===== src/rtl/spi_rx_deser.sv =====
// Receive deserialiser: packs 1/2/4-lane PHY samples into DW-bit words and
// emits them as a framed beat stream with sof/eof/partial/abort flags.
module spi_rx_deser #(
    parameter int DW        = 8,
    parameter int LANES     = 1,
    parameter int LSB_FIRST = 0
) (
    input  logic             clock,
    input  logic             rst_n,
    input  logic             start,
    input  logic             finish,
    input  logic [LANES-1:0] rx_data,
    input  logic             rx_valid,
    output logic [DW-1:0]    stream_data,
    output logic             stream_vld,
    output logic             stream_sof,
    output logic             stream_eof,
    output logic             stream_partial,
    output logic             stream_abort,
    output logic [15:0]      frame_words
);

    localparam int SPW = DW / LANES;
    localparam int CW  = $clog2(SPW + 1);
    localparam logic [CW-1:0] SPW_C  = CW'(SPW);
    localparam logic [CW-1:0] ONE_C  = CW'(1'b1);
    localparam logic [CW-1:0] ZERO_C = CW'(1'b0);

    typedef enum logic [1:0] {
        IDLE  = 2'd0,
        RECV  = 2'd1,
        FLUSH = 2'd2
    } state_t;

    function automatic logic [DW-1:0] shift_in(input logic [DW-1:0] sh, input logic [LANES-1:0] d);
        logic [DW-1:0] res;
        if (LSB_FIRST != 0) begin
            res = (sh >> LANES) | (DW'(d) << (DW - LANES));
        end else begin
            res = (sh << LANES) | DW'(d);
        end
        return res;
    endfunction

    // Pushes the n received samples to the word's leading edge, zero-filling the rest.
    function automatic logic [DW-1:0] align_partial(input logic [DW-1:0] sh, input logic [CW-1:0] n);
        logic [DW-1:0] res;
        int            pad;
        pad = (SPW - int'(n)) * LANES;
        if (LSB_FIRST != 0) begin
            res = sh >> pad;
        end else begin
            res = sh << pad;
        end
        return res;
    endfunction

    state_t          state_r, state_s;
    logic [DW-1:0]   sh_r, sh_s;
    logic [CW-1:0]   cnt_r, cnt_s;
    logic [DW-1:0]   pend_r, pend_s;
    logic            pend_full_r, pend_full_s;
    logic            first_r, first_s;
    logic            part_r, part_s;
    logic [DW-1:0]   data_r, data_s;
    logic            vld_r, vld_s;
    logic            sof_r, sof_s;
    logic            eof_r, eof_s;
    logic            partial_r, partial_s;
    logic            abort_r, abort_s;
    logic [15:0]     words_r, words_s;
    logic            take_s;
    logic            restart_s;

    // Next-state, datapath and beat generation.
    always_comb begin
        state_s     = state_r;
        sh_s        = sh_r;
        cnt_s       = cnt_r;
        pend_s      = pend_r;
        pend_full_s = pend_full_r;
        first_s     = first_r;
        part_s      = part_r;
        data_s      = data_r;
        vld_s       = 1'b0;
        sof_s       = 1'b0;
        eof_s       = 1'b0;
        partial_s   = 1'b0;
        abort_s     = 1'b0;
        words_s     = words_r;
        take_s      = 1'b0;
        restart_s   = 1'b0;

        case (state_r)
            IDLE: begin
                if (start) begin
                    restart_s = 1'b1;
                    state_s   = RECV;
                end else begin
                    state_s   = IDLE;
                end
            end
            RECV: begin
                if (start) begin
                    restart_s = 1'b1;
                    abort_s   = 1'b1;
                end else begin
                    abort_s   = 1'b0;
                end
                take_s = rx_valid;
            end
            FLUSH: begin
                if (start) begin
                    restart_s = 1'b1;
                    abort_s   = 1'b1;
                    take_s    = rx_valid;
                    state_s   = RECV;
                end else begin
                    data_s    = pend_r;
                    vld_s     = 1'b1;
                    sof_s     = first_s;
                    eof_s     = 1'b1;
                    partial_s = part_r;
                    first_s   = 1'b0;
                    words_s   = (words_s == 16'hFFFF) ? words_s : words_s + 16'd1;
                    state_s   = IDLE;
                end
            end
            default: begin
                state_s = IDLE;
            end
        endcase

        if (restart_s) begin
            cnt_s       = ZERO_C;
            pend_full_s = 1'b0;
            first_s     = 1'b1;
            part_s      = 1'b0;
            words_s     = 16'd0;
        end else begin
            cnt_s       = cnt_s;
        end

        if (take_s) begin
            sh_s  = shift_in(sh_s, rx_data);
            cnt_s = cnt_s + ONE_C;
            if (cnt_s == SPW_C) begin
                cnt_s = ZERO_C;
                if (pend_full_s) begin
                    data_s  = pend_s;
                    vld_s   = 1'b1;
                    sof_s   = first_s;
                    first_s = 1'b0;
                    words_s = (words_s == 16'hFFFF) ? words_s : words_s + 16'd1;
                end else begin
                    vld_s   = vld_s;
                end
                pend_s      = sh_s;
                pend_full_s = 1'b1;
            end else begin
                cnt_s = cnt_s;
            end
        end else begin
            sh_s = sh_s;
        end

        // A full word completing alongside finish already used this cycle's beat; FLUSH sends it.
        if ((state_r == RECV) && !start && finish) begin
            if (cnt_s == ZERO_C) begin
                if (pend_full_s && vld_s) begin
                    part_s      = 1'b0;
                    pend_full_s = 1'b0;
                    state_s     = FLUSH;
                end else if (pend_full_s) begin
                    data_s      = pend_s;
                    vld_s       = 1'b1;
                    sof_s       = first_s;
                    eof_s       = 1'b1;
                    first_s     = 1'b0;
                    words_s     = (words_s == 16'hFFFF) ? words_s : words_s + 16'd1;
                    pend_full_s = 1'b0;
                    state_s     = IDLE;
                end else begin
                    state_s     = IDLE;
                end
            end else begin
                if (pend_full_s) begin
                    data_s  = pend_s;
                    vld_s   = 1'b1;
                    sof_s   = first_s;
                    first_s = 1'b0;
                    words_s = (words_s == 16'hFFFF) ? words_s : words_s + 16'd1;
                end else begin
                    vld_s   = vld_s;
                end
                pend_s      = align_partial(sh_s, cnt_s);
                pend_full_s = 1'b0;
                part_s      = 1'b1;
                state_s     = FLUSH;
            end
        end else begin
            state_s = state_s;
        end
    end

    // State and output registers.
    always_ff @(posedge clock or negedge rst_n) begin
        if (!rst_n) begin
            state_r     <= IDLE;
            sh_r        <= {DW{1'b0}};
            cnt_r       <= ZERO_C;
            pend_r      <= {DW{1'b0}};
            pend_full_r <= 1'b0;
            first_r     <= 1'b0;
            part_r      <= 1'b0;
            data_r      <= {DW{1'b0}};
            vld_r       <= 1'b0;
            sof_r       <= 1'b0;
            eof_r       <= 1'b0;
            partial_r   <= 1'b0;
            abort_r     <= 1'b0;
            words_r     <= 16'd0;
        end else begin
            state_r     <= state_s;
            sh_r        <= sh_s;
            cnt_r       <= cnt_s;
            pend_r      <= pend_s;
            pend_full_r <= pend_full_s;
            first_r     <= first_s;
            part_r      <= part_s;
            data_r      <= data_s;
            vld_r       <= vld_s;
            sof_r       <= sof_s;
            eof_r       <= eof_s;
            partial_r   <= partial_s;
            abort_r     <= abort_s;
            words_r     <= words_s;
        end
    end

    assign stream_data    = data_r;
    assign stream_vld     = vld_r;
    assign stream_sof     = sof_r;
    assign stream_eof     = eof_r;
    assign stream_partial = partial_r;
    assign stream_abort   = abort_r;
    assign frame_words    = words_r;

endmodule

===== config.mk =====
export PLATFORM = sky130hd
export DESIGN_NAME = spi_rx_deser
export DESIGN_NICKNAME = d
export VERILOG_FILES = /design/src/rtl/spi_rx_deser.sv
export SDC_FILE = /design/constraint.sdc
export NUM_CORES = 1
export LEC_CHECK = 0
export ABC_AREA = 1
export CORE_UTILIZATION = 55
export CTS_BUF_LIST = sky130_fd_sc_hd__clkbuf_4
export CTS_CLUSTER_SIZE = 25
export DETAILED_ROUTE_END_ITERATION = 12
export GPL_ROUTABILITY_DRIVEN = 1
export GPL_TIMING_DRIVEN = 0
export PLACE_DENSITY_LB_ADDON = 0.08
export SETUP_SLACK_MARGIN = 0.4
export SYNTH_ARGS = -nofsm -noshare
export SYNTH_HDL_FRONTEND = slang
export SYNTH_SLANG_ARGS = --single-unit

===== constraint.sdc =====
create_clock -name clock -period 7.25 [get_ports clock]
set_clock_uncertainty 0.15 [all_clocks]
set_input_delay 1.0875 -clock clock [delete_from_list [all_inputs] [get_ports clock]]
set_output_delay 1.0875 -clock clock [all_outputs]
set_load 0.03 [all_outputs]

Word level (Yosys, flattened, before mapping). Index checks and enable logic that the tools add are counted.

Bits in registers: 54. Input port bits: 6. Output and inout port bits: 29. Word-level logic and storage cells: 119.

Add/sub/neg operators: 5. Eq/ne operators: 7. Shift-type cells: 1. Mux-type cells: 82. Bitwise logic cells: 1. Reductions and logical operators: 9.

Operators by type and width (number): $mux 16 (13); $mux 8 (14); $add 16x1->16 const B (3); $eq 16x16->1 const B (3); $mux 1 (47); $shl 8x32->8 (1); $mux 4 (3); $or 8x1->8 (1); $mux 2 (3); $sub 4x4->5 const A (1); $add 4x1->4 const B (1); $eq 4x4->1 const B (1); $logic_not 4->1 (1); $pmux 2 s2 (1); $reduce_or 2->1 (2); $logic_and 1x1->1 (3); $reduce_or 3->1 (1); $eq 2x1->1 const B (1); $eq 2x2->1 const B (1); $logic_not 2->1 (1); $ne 2x1->1 const B (1); $pmux 1 s2 (1); $logic_not 1->1 (1).

Logic depth before layout (Yosys ltp). Gate-level depths: netlist (run 1).

Word-level depth: 16. Depth in mapped cells: 31. Depth with buffers taken out: 30.

Least setup slack after synthesis (run 1). Ideal clock, no wire load.

Path type: input to register. Start point: input start. End point: register words_r[0], in the netlist frame_words[0]. Library setup time: 0.127 ns. Data arrival time: 4.070 ns. Data required time: 6.973 ns. Path slack: 2.903 ns. Cell stages on the path: 26. Path buffers: 2. Cells stage by stage: inv_2 nand2_2 inv_1 buf_2 nand2_2 a21oi_1 o21ai_1 inv_1 ha_1 inv_1 nor2_1 nand2_2 nor2_4 nand3_4 nand2_4 xor2_2 ha_1 nand3_4 nor2_4 nand2_2 nor2_4 nand3_4 nand2_4 nor2_4 buf_6 xor2_1.

Cells in the longest elaborated chain, start to end: 14. Elaborated cells between the ends (all ways): 38. Classes of those cells: add/sub (3); eq/ne (3); mux (27); reduce/logical (5).

Ends and longest elaborated chain: from (decl) (RTL line 10) `input logic start,`; $mux 16 or $mux 1 (tied branches) (RTL line 113, 96, 104); $mux 16 or $mux 1 (tied branches); $mux 16 (RTL line 134) `if (restart_s) begin`; $add 16x1->16 or $eq 16x16->1 (tied branches) (RTL line 154) `words_s = (words_s == 16'hFFFF) ? words_s : words_s + 16'd1;`; $mux 16 (RTL line 154); $mux 16 (RTL line 149) `if (pend_full_s) begin`; $mux 16 (RTL line 147) `if (cnt_s == SPW_C) begin`; $mux 16 (RTL line 144) `if (take_s) begin`; $add 16x1->16 or $eq 16x16->1 (tied branches) (RTL line 180, 192); $mux 16 (RTL line 180, 192); $mux 16 (RTL line 174, 187); $mux 16 (RTL line 170) `if (pend_full_s && vld_s) begin`; $mux 16 (RTL line 169) `if (cnt_s == ZERO_C) begin`; $mux 16 * (RTL line 168) `if ((state_r == RECV) && !start && finish) begin`; via words_s[0] (RTL line 71) `logic [15:0] words_r, words_s;`; to (signal assigned) (RTL line 237) `words_r <= words_s;`; to (decl) (RTL line 71).

Mark *: on every way through the listed nets, which the timed path passes. The rest lies on a longest branch. A chain may end at the register's enable or synchronous reset.

Worst setup path in the final report (run 1). Same ends and word-level chain as after synthesis.

==> impl_metrics.json, run 1 <==
{
  "status": "complete, no violations",
  "crit_family": "simple AND/OR/NAND/NOR gates",
  "hold-worst-slack_ns": 0.3719,
  "power_frac_comb_pct": 42.7,
  "met3WireLength_microns": 359,
  "ioPinCount": 35,
  "tightest_slew_ns": 0.5976,
  "drv_cap": 0,
  "drv_slew": 0,
  "cts.sinks": 54,
  "fmax_mhz": 193.0,
  "r2r_cells": 27,
  "antenna_found_initial": 0,
  "dpl.hpwl_mm": 8.899,
  "final.setup.tns_ns": 0,
  "num_vias": 4341,
  "design_area_sq_um": 4927,
  "ys.flop_type": "dfrtp_1",
  "dieWidth_microns": 91.22,
  "avgRoutedWirePerCell_microns": 14.00,
  "yosysTopAreaCell": "dfrtp_1",
  "cts_resized": 0,
  "intPower_mw": 0.5513,
  "synth_seq_cells": 54,
  "cp.arrival_ns": 5.31,
  "finalHoldViolations": 0,
  "synth_nets": 662,
  "overflow": 0,
  "route.met2.wl_mm": 5.665,
  "worst_setup_path_end_kind": "flip-flop",
  "die_h_microns": 91.22,
  "leakagePower_nw": 2.251,
  "start_util_pct": 56.65,
  "yosysWarnings": 0,
  "crit_required_ns": 7.38,
  "netlist.area_leader.share_pct": 30.87,
  "dp_cells": 784,
  "stdcell_count": 792,
  "clk_latency_ns": 0.39,
  "yosysSeqAreaShare_pct": 30.87,
  "grt.total_usage_pct": 28.53,
  "synth_edf_count": 0,
  "clk_pin_slew_ns": 0.17,
  "met1Wirelength_mm": 4.517,
  "cts_buffer_depth": 2,
  "reg2reg_slack_ns": 2.59,
  "drive_gt1_share_pct": 13.04,
  "critPathLaunchType": "input port",
  "switchingPower_mw": 0.4071,
  "syn_area_per_cell_sq_um": 6.767,
  "vias_per_cell": 5.481,
  "antennaDiodeCount": 0,
  "rsz0062_at_grt": "no",
  "cts_setup_buffers": 0,
  "max_stage_delay_ns": 0.48,
  "num-nets-final": 704,
  "ctsHoldBuffers": 0,
  "period_needed_ns": 5.181,
  "critPathMaxFanout": 10,
  "rows": 32,
  "post_dp_cell_area_sq_um": 4861,
  "drc": 0,
  "cts-htree-levels": 2,
  "area_delta_synth_final_pct": 12.55,
  "io_buffers": 34,
  "grt_max_degree": 40,
  "hold_depth": 2,
  "relSlewSlack_pct": 59.89,
  "grt_pass1_wl_mm": 18.89,
  "drt_pass1_iterations": 5,
  "top_layer": "met4",
  "p_sw_share_pct": 42.48,
  "synthCells": 647,
  "ys_async_sr_fraction_pct": 100.0,
  "cts_made_buffers": 5,
  "clkPwrFrac_pct": 15.3,
  "fp.dieArea_sq_um": 8321,
  "critPathSlowestCell": "clkdlybuf4s50_1",
  "ant_nets": 0,
  "drtIter0Drc": 215,
  "setup_viol": 0,
  "core_sq_um": 7727,
  "netlist_top_cells_area": "dfrtp_1 (31%), nand2_1 (16%), inv_1 (6.9%)",
  "worst_hold_path_type": "flip-flop to flip-flop",
  "worstSetupPathType": "input port to flip-flop",
  "crit_cells": 27,
  "fin_util_pct": 63.76,
  "yosysMostFrequentCell": "nand2_1",
  "cts_root_buf": "clkbuf_4",
  "finalCritPeriodShare_pct": 71.46,
  "cts_tree": "done",
  "finalWirelength_mm": 11.09,
  "synthDistinctLibCells": 41,
  "gp_congestion": 0.9148,
  "power_density_nw_per_um2": 194.5,
  "grt_pass1_vias": 4184,
  "power_frac_seq_pct": 42.1,
  "synth_area_sq_um": 4378,
  "ir_drop_mv": 0.1875,
  "cp_num_buf_inv": 7,
  "synth_top_cells_by_count": "nand2_1 (181), inv_1 (80), nor2_1 (61)"
}
## placed cells by master (no fill, tap or decap), types with 12 or more instances in the layout
cell / count
nand2_1: 181
inv_1: 80
nor2_1: 61
nand3_1: 54
dfrtp_1: 54
o21ai_0: 35
clkdlybuf4s50_1: 33
nand4_1: 20
a21oi_1: 13
nor2_2: 12
## power groups by stage
stage          Clock (mW)  Combinational (mW)  Sequential [mW]
2_1_floorplan           0               0.233            0.446
3_3_place_gp            0               0.398            0.408
3_5_place_dp            0               0.407            0.410
4_1_cts             0.152               0.409            0.403
5_1_grt             0.164               0.457            0.411
6_report            0.146               0.409            0.403
## final cells by class
cell class | instances | area [sq um]
well taps | 102 | 127.6
multi-input cells | 485 | 2580
repair buffers | 35 | 355.3
flip-flops and latches | 54 | 1351
plain buffers | 17 | 105.1
clock inverters | 3 | 28.78
fillers | 724 | 2800
inverters | 91 | 341.6
clock buffers | 5 | 37.54
## state kept, by name, summed over array words and instances, names as in the netlist, 2 cells and up
| name | flops |
|---|---|
| pend_r | 8 |
| state_r | 2 |
| cnt_r | 4 |
| stream_data | 8 |
| frame_words | 16 |
| sh_r | 8 |
## per-stage QoR
stage	power, mW	setup slack, ns
3_5_place_dp	0.8169	1.712
4_1_cts	0.9646	2.107
5_1_grt	1.032	1.804
3_3_place_gp	0.8065	1.778
2_1_floorplan	0.6795	2.903
6_report	0.9585	2.069
## routing by layer
layer | vias to the layer above | global-route usage (%)
met2 | 119 | 51.83
met4 | 0 | 16.67
met5 | - | 0
li1 | 2165 | -
met1 | 2017 | 32.03
met3 | 40 | 3.350
## worst register-to-register path: stages, from the launching register on
cell and delay (ns):
dfrtp_1 0.44, inv_1 0.11, ha_1 0.21, nand2_2 0.19, inv_1 0.14, buf_2 0.26
nand2_2 0.11, a21oi_1 0.12, o21ai_1 0.22, inv_1 0.11, ha_1 0.19, inv_1 0.05
nor2_1 0.13, nand2_2 0.13, nor2_4 0.20, nand3_4 0.15, nand2_4 0.13, xor2_2 0.21
ha_1 0.28, nand3_4 0.10, nor2_4 0.18, nand2_2 0.09, nor2_4 0.11, nand3_4 0.12
nand2_4 0.11, nor2_4 0.05, buf_6 0.15, xor2_1 0.14
## worst paths after layout
| kind | startpoint | endpoint |
|---|---|---|
| worst min register to register | part_r | stream_partial |
| worst max register to register | state_r[0] | frame_words[0] |
| max in group asynchronous | rst_n | cnt_r[0] |
| min in group asynchronous | rst_n | frame_words[14] |
| worst min-delay path | part_r | stream_partial |
| worst max-delay path | start | frame_words[0] |
## kinds of logic after synthesis
| logic type | after synthesis | synth area share, % |
|---|---|---|
| AO/OA/AOI/OAI | 80 | 10.52 |
| XOR/XNOR | 9 | 2.143 |
| adder cells (fa/ha/maj) | 9 | 2.572 |
| buffers and inverters | 108 | 10.20 |
| flip-flops | 54 | 30.87 |
| multiplexers | 4 | 0.9146 |
| AND/OR/NAND/NOR | 383 | 42.78 |
No activity file was read; power rests on OpenSTA's default activity.
==> inputs of run 2 (changes only) <==
Clock period 7.25 ns to 5.3 ns, I/O delays scaled along.
==> impl_metrics.json, run 2 (synthesis results as in run 1) <==
{
  "status": "complete, no violations",
  "cts_made_buffers": 5,
  "num-nets-final": 704,
  "power_density_nw_per_um2": 264.8,
  "rows": 32,
  "drv_cap": 0,
  "dp_cells": 784,
  "largest_reg_flops": 16,
  "finalCritPeriodShare_pct": 88.11,
  "final.setup.tns_ns": 0,
  "drc": 0,
  "avgRoutedWirePerCell_microns": 14.12,
  "critPathMaxFanout": 10,
  "clkPwrFrac_pct": 15.2,
  "leakagePower_nw": 2.258,
  "worst_hold_path_type": "input port to async pin",
  "ioPinCount": 35,
  "cp.arrival_ns": 4.80,
  "drv_slew": 0,
  "drive_gt1_share_pct": 13.48,
  "finalHoldViolations": 0,
  "finalWirelength_mm": 11.18,
  "rsz0062_at_grt": "no",
  "worstSetupPathType": "input port to flip-flop",
  "io_buffers": 34,
  "num_vias": 4330,
  "layout_commonest_cell": "nand2_1",
  "cts_buffer_depth": 2,
  "cp-startpoint": "start",
  "vias_per_cell": 5.467,
  "grt_max_degree": 40,
  "worst_setup_path_end_kind": "flip-flop",
  "gp_congestion": 0.9148,
  "power_frac_seq_pct": 42.0,
  "antenna_found_initial": 0,
  "drt_pass1_iterations": 5,
  "ir_drop_mv": 0.2563,
  "core_sq_um": 7727,
  "die_h_microns": 91.22,
  "rr_startpoint": "state_r[0]",
  "relSlewSlack_pct": 60.33,
  "cts-htree-levels": 2,
  "ant_nets": 0,
  "critPathLaunchType": "input port",
  "drtIter0Drc": 196,
  "most-common-layout-cells": "nand2_1 (181), inv_1 (80), nor2_1 (61)",
  "setup_viol": 0,
  "tightest_slew_ns": 0.5910,
  "area_delta_synth_final_pct": 13.38,
  "dieWidth_microns": 91.22,
  "grt_pass1_vias": 4184,
  "start_util_pct": 56.65,
  "clk_latency_ns": 0.39,
  "grt_pass1_wl_mm": 18.89,
  "cts_root_buf": "clkbuf_4",
  "stdcell_count": 792,
  "switchingPower_mw": 0.5591,
  "intPower_mw": 0.7551,
  "cts_tree": "done",
  "antennaDiodeCount": 0,
  "period_needed_ns": 4.670,
  "cts_setup_buffers": 0,
  "fmax_mhz": 214.2,
  "overflow": 0,
  "fp.dieArea_sq_um": 8321,
  "cts.sinks": 54,
  "grt.total_usage_pct": 28.53,
  "fin_util_pct": 64.23,
  "clk_pin_slew_ns": 0.17,
  "p_sw_share_pct": 42.54,
  "crit_required_ns": 5.43,
  "power_frac_comb_pct": 42.8,
  "dpl.hpwl_mm": 8.899
}
run 2: cell types whose count changed in the layout (fill, tap and decap cells not counted):
| cell | change |
|---|---|
| xor2_4 | +1 |
| a21oi_1 | -1 |
| xor2_2 | -1 |
| ha_2 | +1 |
| ha_1 | -1 |
| a21oi_2 | +1 |
| nand2_2 | -1 |
| o21ai_1 | -1 |
| clkbuf_4 | +1 |
| o21ai_4 | +1 |
| buf_2 | -1 |
| nand2_4 | +1 |
run 2: path summary, 6_finish.rpt:
| path | end | slack [ns] | cells after the start |
|---|---|---|---|
| setup / recovery | frame_words[3] | 0.63 | 28 |
| hold / removal | frame_words[14] | 0.15 | 1 |
| setup reg to reg | frame_words[3] | 0.84 | 28 |
| hold reg to reg | stream_partial | 0.38 | 2 |
| max in group asynchronous | cnt_r[0] | 4.29 | 2 |
| min in group clock | stream_partial | 0.38 | 2 |
run 2: cell type report:
| type | count | area, sq um |
|---|---|---|
| inverters | 91 | 341.6 |
| flip-flops and latches | 54 | 1351 |
| repair buffers | 35 | 355.3 |
| multi-input cells | 485 | 2614 |
| clock buffers | 5 | 37.54 |
| well taps | 102 | 127.6 |
| fillers | 720 | 2764 |
| clock inverters | 3 | 28.78 |
| plain buffers | 17 | 107.6 |
run 2: what timing repair did:
action,4_1_cts,5_1_grt
endpoints found under the setup margin,0,13
gates resized for setup,0,7
hold buffers,0,0
run 2: layer usage:
| layer | wire length, microns | part of all wire [%] | vias up | GRT usage (%) |
|---|---|---|---|---|
| li1 | - | - | 2162 | - |
| met5 | 0 | 0 | - | 0 |
| met2 | 5718 | 51 | 129 | 51.83 |
| met3 | 338 | 3.0 | 42 | 3.350 |
| met4 | 559 | 5.0 | 0 | 16.67 |
| met1 | 4566 | 41 | 1997 | 32.03 |
run 2: metrics by stage:
step / power, mW / area, sq um / hold slack, ns / setup slack [ns]
final: 1.314 / 4964 / 0.1541 / 0.6304
after global routing: 1.414 / 4964 / 0.1410 / 0.3700
after CTS: 1.320 / 4927 / 0.1505 / 0.4496
after detailed placement: 1.117 / 4861 / 0.3496 / 0.05456
after global placement: 1.103 / 4846 / 0.3405 / 0.1208
after floorplan: 0.9295 / 4378 / 0.3099 / 1.245
run 2: power groups by stage:
stage	combinational, mW	sequential, mW	clock, mW
after global placement	0.545	0.559	0
final	0.562	0.552	0.200
after CTS	0.560	0.552	0.208
after detailed placement	0.556	0.561	0
after global routing	0.628	0.562	0.225
after floorplan	0.319	0.611	0
run 2: critical path, cell delays in order:
cell and delay (ns):
clkdlybuf4s50_1 0.48, inv_2 0.12, nand2_4 0.11, inv_1 0.12
clkbuf_4 0.23, nand2_2 0.11, a21oi_2 0.18, o21ai_4 0.13
inv_1 0.08, ha_1 0.18, inv_1 0.05, nor2_1 0.13
nand2_2 0.12, nor2_4 0.18, nand3_4 0.15, nand2_4 0.14
xor2_4 0.19, ha_2 0.25, nand3_4 0.09, nor2_4 0.17
nand2_2 0.09, nor2_4 0.11, nand3_4 0.12, nand2_4 0.11
nor2_4 0.05, buf_6 0.15, nand3_1 0.07, nand2_1 0.07
